### src/rtl/fifo_write_ctrl.sv
// Write-side FIFO controller: write pointer, RAM write strobe and shared status flags.
// Flags are combinational from registered pointers; writes are refused while full.
module fifo_write_ctrl #(
  parameter int ADDR_W       = 4,
  parameter int AFULL_THRESH = 12
) (
  input  logic              clk,
  input  logic              rst,
  input  logic              wr,
  input  logic [ADDR_W:0]   rd_ptr,
  input  logic              stat_clr,
  output logic              wr_en,
  output logic [ADDR_W:0]   wr_ptr,
  output logic [ADDR_W-1:0] wr_addr,
  output logic              full,
  output logic              empty,
  output logic              almost_full,
  output logic [ADDR_W:0]   fill_level,
  output logic              overflow,
  output logic [ADDR_W:0]   high_water
);

  localparam int PW = ADDR_W + 1;
  localparam logic [PW-1:0] AFULL_LVL = PW'(AFULL_THRESH);

  // Wrap bits differ with equal addresses: the writer is exactly one lap ahead.
  assign full        = (wr_ptr[ADDR_W] != rd_ptr[ADDR_W]) &&
                       (wr_ptr[ADDR_W-1:0] == rd_ptr[ADDR_W-1:0]);
  assign empty       = (wr_ptr == rd_ptr);
  assign fill_level  = wr_ptr - rd_ptr;
  assign almost_full = (fill_level >= AFULL_LVL);
  assign wr_en       = wr & ~full;
  assign wr_addr     = wr_ptr[ADDR_W-1:0];

  always_ff @(posedge clk or negedge rst) begin
    if (!rst) begin
      wr_ptr     <= '0;
      overflow   <= 1'b0;
      high_water <= '0;
    end else begin
      if (wr_en)
        wr_ptr <= wr_ptr + PW'(1);

      // A rejected write in the same cycle as a clear must stay visible.
      if (wr && full)
        overflow <= 1'b1;
      else if (stat_clr)
        overflow <= 1'b0;

      if (stat_clr)
        high_water <= fill_level;
      else if (fill_level > high_water)
        high_water <= fill_level;
    end
  end

endmodule

### config.mk
export PLATFORM = sky130hd
export DESIGN_NAME = fifo_write_ctrl
export DESIGN_NICKNAME = d
export VERILOG_FILES = /design/src/rtl/fifo_write_ctrl.sv
export SDC_FILE = /design/constraint.sdc
export NUM_CORES = 1
export LEC_CHECK = 0
export ABC_AREA = 1
export BUFFER_PORTS_ARGS = -buffer_cell sky130_fd_sc_hd__buf_2
export CAP_MARGIN = 20
export CORE_AREA = 2 2 48 50
export DETAILED_ROUTE_END_ITERATION = 10
export DIE_AREA = 0 0 50 52
export PLACE_DENSITY = 0.77
export SLEW_MARGIN = 20
export SYNTH_ARGS = -nofsm -noshare
export SYNTH_HDL_FRONTEND = slang
export SYNTH_SLANG_ARGS = --single-unit
### constraint.sdc
create_clock -name clk -period 3.4 [get_ports clk]
set_clock_uncertainty 0.2 [all_clocks]
set_input_delay 0 -clock clk [delete_from_list [all_inputs] [get_ports clk]]
set_output_delay 0 -clock clk [all_outputs]
set_load 0.02 [all_outputs]
---- Yosys cells after proc, flatten, opt, wreduce, memory -nomap -nowiden ----
Index checks and enable logic that the tools add are counted.
operators by class
  eq/ne operators ......................... 3
  mux-type cells .......................... 4
  reduce and logical (&&, ||, !) cells .... 4
  bitwise gates (word level) .............. 2
  add/subtract/negate cells ............... 2
  magnitude comparators ................... 2
operators by type and width
  kind                                                                count
  two-way mux 5 bit                                                   2
  adder 5 x 1 -> 5 bit (second input constant)                        1
  == test 5 bit                                                       1
  greater-or-equal comparator 5 x 4 -> 1 bit (second input constant)  1
  > comparator 5 bit                                                  1
  subtractor 5 bit                                                    1
  == test 4 bit                                                       1
  nonzero test 2 bit                                                  2
  logical AND 1 bit                                                   2
  two-way mux 1 bit                                                   2
  AND 1 bit                                                           1
  != test 1 bit                                                       1
  inverter 1 bit                                                      1
word-level totals
  input port bits ......................... 9
  word-level logic and storage cells ...... 20
  output and inout bits ................... 24
  flip-flop bits (word level) ............. 11

---- Longest topological paths before layout ----
Gate-level depths: netlist (run 1).
  depth in word-level cells ............... 4
  depth in mapped cells ................... 16
  depth with buffers taken out ............ 16

---- Worst setup path before layout (run 1) ----
Ideal clock, no wire load.
  path kind ............................... register to register
  start ................................... reg wr_ptr[0]
  end ..................................... reg high_water[2]
  data arrival time ....................... 2532 ps
  cell stages (with the launch flop) ...... 17
  slack ................................... 550 ps
  data required time ...................... 3082 ps
  path through ............................ dfrtp_1 > inv_1 > ha_1 > inv_1 > fa_1 > xor2_1 > ha_1 > nand2_1 > inv_1 > nand2_1 > nand2_1 > nand2_1 > nand2_1 > nand3_4 > nand2_4 > nand2_1 > nand2_1
on the way
  cells in the longest elaborated chain, start to end .. 3
  elaborated cells on any way between the ends .. 5
  those cells by class .................... 1 x add/sub; 1 x order compare; 2 x mux; 1 x reduce/logical
ends and longest elaborated chain
  item                                                               line  text
  start, declared                                                    13    output logic [ADDR_W:0] wr_ptr,
  start signal, assigned                                             42    wr_ptr <= wr_ptr + PW'(1);
  subtractor 5 bit (*)                                               30    assign fill_level = wr_ptr - rd_ptr;
  net fill_level[2]                                                  18    output logic [ADDR_W:0] fill_level,
  > comparator 5 bit or two-way mux 5 bit (tied branches)            52    else if (fill_level > high_water)
  nonzero test 2 bit (no line) or two-way mux 5 bit (tied branches)  -
  end signal, assigned                                               51    high_water <= fill_level;
  end signal, assigned                                               53    high_water <= fill_level;
  end, declared                                                      20    output logic [ADDR_W:0] high_water
The timed path passes the listed nets; every way through them passes the cells marked *. The select of a mux whose other input is x is not followed.
A chain may end at the register's enable or synchronous reset.

---- Worst setup path in the final report (run 1) ----
  start ................................... reg wr_ptr[0]
  end ..................................... reg high_water[0]
on the way
  cells in the longest elaborated chain, start to end .. 3
  elaborated cells on any way between the ends .. 5
  those cells by class .................... 1 x add/sub; 1 x order compare; 2 x mux; 1 x reduce/logical
ends and longest elaborated chain
  item                                                               line
  subtractor 5 bit (*)                                               30
  > comparator 5 bit or two-way mux 5 bit (tied branches)            52
  nonzero test 2 bit (no line) or two-way mux 5 bit (tied branches)  -
Every way passes the cells marked *; elsewhere a longest branch is shown, timed or not. The select of a mux whose other input is x is not followed.

==> run_results.csv, run 1 <==
group,metric,value,unit
status,outcome,"completed",
timing,setup_viol,0,
finish,drive_gt1_frac,0.333,
finish,final_cells,178,
pwr,leakage,0.000675,uW
global_routing,track_usage,0.161,
timing,finalHoldViolations,0,
synth,syn_inst,114,
global_routing,antenna_found_initial,0,
placement,dp_hpwl,1580,um
route,wl_per_cell,10.3,um
route,drt-initial-drc-count,14,
timing,relSlewSlack,0.646,
timing,worst_pin_slew,0.529,ns
die,start_util,0.431,
job,max_cap_viol_count,0,
setup_path,worst_ep_arrival_time,2.67,ns
clocking,cts_buffer_depth,2,
global_routing,grt_overflow,0,
finish,fin_nets,170,
route,vias_per_cell,4.60,
synth,syn-mean-instance-area,7.97,sq um
timing,max_freq,369,MHz
synth,syn_area,908,sq um
finish,final_area,1140,sq um
finish,syn_to_final_growth,25.5,%
setup_path,crit_required,3.36,ns
timing,rsz0062_at_grt,"no",
clocking,cts_tree,"yes",
die,num_rows,17,
min_path,min_path_type,"in2reg",
min_path,min_path_cells,5,
die,die_area,2600,sq um
synth,syn-num-nets,133,
route,dr.pass1.iters,4,
die,die_h,52,um
route,wl,1840,um
timing,post-route-period-util,0.797,
timing,drv_slew,0,
finish,finish.utilization,0.541,
clocking,h-tree-depth,1,
die,fp.dieW,50,um
placement,dpl-instance-area,1070,sq um
timing,tns,0,ns
global_routing,grt_pass1_wl,3140,um
setup_path,crit_type,"reg2reg",
setup_path,critPathMaxFanout,6,
clocking,cts_buffers,3,
synth,yosysWarnings,0,
clocking,cts_sinks,11,
synth,ys_ff_latch,11,
synth,synth_cell_type_count,22,
global_routing,grt_pass1_vias,767,
setup_path,startpoint_type,"register",
pwr,p_per_area,1180,nW/um^2
global_routing,grt_max_degree,12,
route,ant_nets,0,
placement,gp_congestion,0.733,
clocking,clkSlewWorstSetupHoldPaths,0.07,ns
finish,final_common_cell,"nand2_1",
finish,diodes,0,
setup_path,r2r_cells,16,
finish,mostFrequentLayoutCells,"nand2_1, buf_2, inv_1, dfrtp_1, ha_1",
route,via_count,819,
route,drc,0,
placement,placed_cells,170,
die,core-area,2110,sq um
setup_path,cp-end-kind,"register",
placement,portBuffers,32,
timing,period_minus_slack,2.71,ns
synth,ys_seq_area_frac,0.303,
clocking,root_buffer,"clkbuf_4",
pwr,irDropWorstVdd,0.000545,V
clocking,worstSkewPairLatency,0.27,ns
clocking,cts_setup_buffers,0,
die,io_pins,33,
==> state kept, by name, indices dropped and copies added, names as in the netlist <==
name        flops
overflow        1
wr_ptr          5
high_water      5
==> per-stage QoR <==
step                      total power (uW)  hold slack, ns  setup WS (ns)
after floorplan                       1040          -0.496          0.550
after global placement                1230          -0.313          0.791
after detailed placement              1270          -0.311          0.671
after CTS                             1370         0.00198          0.657
after global routing                  1480          0.0454          0.493
final                                 1350        0.000156          0.691
==> routing by layer <==
layer	track usage	routed length (um)	up-vias
li1	-	-	423
met1	0.195	829	370
met2	0.279	919	24
met3	0.0287	82	2
met4	0.0694	5	0
met5	0	0	-
==> final cells by class <==
type | count | area [sq um]
fill | 219 | 966
multi-input combinational | 79 | 528
sequential | 11 | 275
timing repair buffer | 36 | 200
inverter | 20 | 75.1
tap | 28 | 35.0
clock buffer | 4 | 26.3
==> worst max-delay path, cell delays in order, from the launching register on <==
cell,delay (ns)
dfrtp_1,0.44
inv_1,0.08
ha_1,0.13
inv_1,0.06
fa_1,0.39
xor2_1,0.36
ha_1,0.32
nand2_1,0.07
inv_1,0.04
nand2_1,0.05
nand2_1,0.05
nand2_1,0.05
nand2_1,0.08
nand3_4,0.12
nand2_4,0.06
nand2_1,0.06
nand2_1,0.05
==> where the power goes <==
| group | switching, uW | leakage, uW | internal, uW |
|---|---|---|---|
| logic | 634 | 0.000526 | 356 |
| registers | 73.5 | 0.000134 | 195 |
| clock network | 43.7 | 0.0000150 | 45.4 |
| total | 751 | 0.000675 | 597 |
==> logic make-up after synthesis <==
kind of cell,after synthesis,share of synthesized area
fa+ha+maj,10,0.146
flops,11,0.303
compound gates,5,0.0317
simple gates,59,0.355
xor+xnor,5,0.0482
buf+inv,24,0.116
==> path summary, 6_finish.rpt <==
check | endpoint | slack [ns] | startpoint
hold reg to reg | overflow$_DFFE_PN0P_ | 0.32 | overflow$_DFFE_PN0P_
hold / removal | high_water[0]$_DFFE_PN0P_ | 0.0002 | rd_ptr[0]
min in group asynchronous | overflow$_DFFE_PN0P_ | 0.55 | rst
setup reg to reg | high_water[0]$_DFFE_PN0P_ | 0.69 | wr_ptr[0]$_DFFE_PN0P_
setup / recovery | high_water[0]$_DFFE_PN0P_ | 0.69 | wr_ptr[0]$_DFFE_PN0P_
max in group asynchronous | high_water[1]$_DFFE_PN0P_ | 2.09 | rst
==> cells in the mapped netlist <==
cell type | instances | area [sq um]
nand2_1 | 33 | 124
inv_1 | 19 | 71.3
dfrtp_1 | 11 | 275
ha_1 | 9 | 113
nand3_1 | 8 | 40.0
nand2_2 | 5 | 31.3
buf_4 | 4 | 30.0
nand3_2 | 3 | 30.0
nor2_1 | 3 | 11.3
xor2_1 | 3 | 26.3
a21oi_1 | 2 | 10.0
nand2_4 | 2 | 22.5
o21ai_0 | 2 | 10.0
xnor2_1 | 2 | 17.5
a22o_1 | 1 | 8.76
fa_1 | 1 | 20.0
inv_2 | 1 | 3.75
nand3_4 | 1 | 17.5
nand4_1 | 1 | 6.26
nor2_4 | 1 | 11.3
nor2_8 | 1 | 20.0
or2_4 | 1 | 8.76
==> what timing repair did <==
action                                 CTS  global route
gates resized for setup                  0             0
endpoints found under the hold margin   21             0
hold buffers                             4             0
No activity file was read; power rests on OpenSTA's default activity.
==> inputs of run 2 (changes only) <==
- clock period: 3.4 -> 2.6 ns (I/O delays scaled with it)
==> run_results.csv, run 2 (synthesis results as in run 1) <==
group,metric,value,unit
clocking,h-tree-depth,1,
timing,relSlewSlack,0.659,
finish,drive_gt1_frac,0.373,
clocking,root_buffer,"clkbuf_4",
pwr,p_sw_frac,0.552,
placement,gp_congestion,0.769,
route,vias_per_cell,4.74,
route,ant_nets,0,
die,start_util,0.431,
setup_path,crit_path_end,"high_water[1]$_DFFE_PN0P_",
clocking,cts_sinks,11,
status,outcome,"completed",
clocking,clkSlewWorstSetupHoldPaths,0.08,ns
pwr,p_int,835,uW
global_routing,grt_pass1_wl,3420,um
die,fp.dieW,50,um
route,wl_per_cell,10.9,um
clocking,cts_tree,"yes",
global_routing,antenna_found_initial,0,
timing,post-route-period-util,0.944,
pwr,p_per_area,1560,nW/um^2
timing,finalHoldViolations,0,
route,dr.pass1.iters,4,
finish,diodes,0,
min_path,min_path_type,"in2reg",
clocking,worstSkewPairLatency,0.27,ns
pwr,p_clk_frac,0.065,
pwr,leakage,0.000690,uW
global_routing,grt_max_degree,12,
clocking,cts_setup_buffers,0,
die,io_pins,33,
timing,max_freq,408,MHz
route,drc,0,
die,core-area,2110,sq um
setup_path,cp-end-kind,"register",
pwr,p_seq_frac,0.181,
setup_path,crit_start,"wr_ptr[0]$_DFFE_PN0P_",
finish,multi_input_area,559,sq um
route,via_count,858,
die,die_area,2600,sq um
setup_path,r2r_start,"wr_ptr[0]$_DFFE_PN0P_",
route,drt-initial-drc-count,6,
finish,reg_top3,"high_water (5), wr_ptr (5), overflow (1)",
setup_path,r2r-end,"high_water[1]$_DFFE_PN0P_",
job,max_cap_viol_count,0,
pwr,combinationalPowerShare,0.754,
timing,drv_slew,0,
route,wl,1970,um
timing,worst_pin_slew,0.510,ns
clocking,cts_buffer_depth,2,
setup_path,r2r_cells,16,
finish,mostFrequentLayoutCells,"nand2_1, buf_2, inv_1, dfrtp_1",
clocking,cts_buffers,3,
setup_path,crit_type,"reg2reg",
global_routing,grt_pass1_vias,846,
timing,setup_viol,0,
pwr,p_switching,1030,uW
finish,ff_latch_area,277,sq um
finish,fin_nets,173,
die,die_h,52,um
setup_path,crit_required,2.56,ns
setup_path,critPathMaxFanout,5,
timing,tns,0,ns
timing,rsz0062_at_grt,"no",
setup_path,worst_ep_arrival_time,2.41,ns
finish,n_fill_cell,199,
placement,portBuffers,32,
timing,period_minus_slack,2.45,ns
setup_path,startpoint_type,"register",
finish,syn_to_final_growth,31.8,%
global_routing,grt_overflow,0,
global_routing,track_usage,0.176,
pwr,irDropWorstVdd,0.000764,V
placement,dp_hpwl,1620,um
setup_path,reg2reg_slack,0.15,ns
die,num_rows,17,
pwr,total_power,1860,uW
finish,final_common_cell,"nand2_1",
## run 2: what timing repair did
action | 4_1_cts | 5_1_grt
resized for setup | 0 | 2
hold endpoints to repair | 21 | 0
endpoints found under the setup margin | 0 | 4
hold buffers | 5 | 0
## run 2: worst min-delay path by stage
stage,start,endpoint,depth (start not counted)
floorplan,rst,high_water[0]$_DFFE_PN0P_,0
global route,rd_ptr[4],overflow$_DFFE_PN0P_,5
CTS,rd_ptr[4],high_water[4]$_DFFE_PN0P_,6
detailed placement,rst,wr_ptr[4]$_DFFE_PN0P_,1
global placement,rst,wr_ptr[4]$_DFFE_PN0P_,1
finish,rd_ptr[4],high_water[4]$_DFFE_PN0P_,6
## run 2: through the flow
step	util	hold slack (ns)	instances	cell area [sq um]	setup slack, ns
floorplan	-	-0.496	114	936	0.0139
global placement	0.530	-0.313	172	1120	0.140
detailed placement	0.530	-0.310	172	1120	0.0531
CTS	0.566	0.0601	181	1190	0.0387
global route	0.569	0.0982	181	1200	0.0237
finish	0.569	0.0746	181	1200	0.147
## run 2: final cells by class
cell class,count,area share
inverter,20,0.0627
tap,28,0.0293
clock buffer,4,0.0219
sequential,11,0.231
timing repair buffer,39,0.188
multi-input combinational,79,0.467
## run 2: layer usage
metal  track usage  up-vias  wire (um)
met1         0.200      406        814
met3        0.0374        2         83
met4        0.0694        0         20
met2         0.318       22       1050
li1              -      428          -
met5             0        -          0
## run 2: power groups by stage
| stage | registers (uW) | logic [uW] | clock network [uW] |
|---|---|---|---|
| final | 337 | 1410 | 120 |
| after global routing | 352 | 1550 | 135 |
| after CTS | 338 | 1410 | 126 |
| after detailed placement | 341 | 1400 | 0 |
| after global placement | 335 | 1350 | 0 |
| after floorplan | 440 | 965 | 0 |
## run 2: critical path, cell delays in order (launching register included)
cell and delay, ns:
dfrtp_2 0.40, inv_1 0.05, ha_1 0.13, inv_1 0.06, fa_2 0.39, xor2_4 0.18, ha_1 0.30, nand2_1 0.08
inv_1 0.05, nand2_1 0.05, nand2_1 0.04, nand2_1 0.06, nand2_1 0.08, nand3_4 0.12, nand2_4 0.06, nand2_1 0.05
nand2_1 0.04
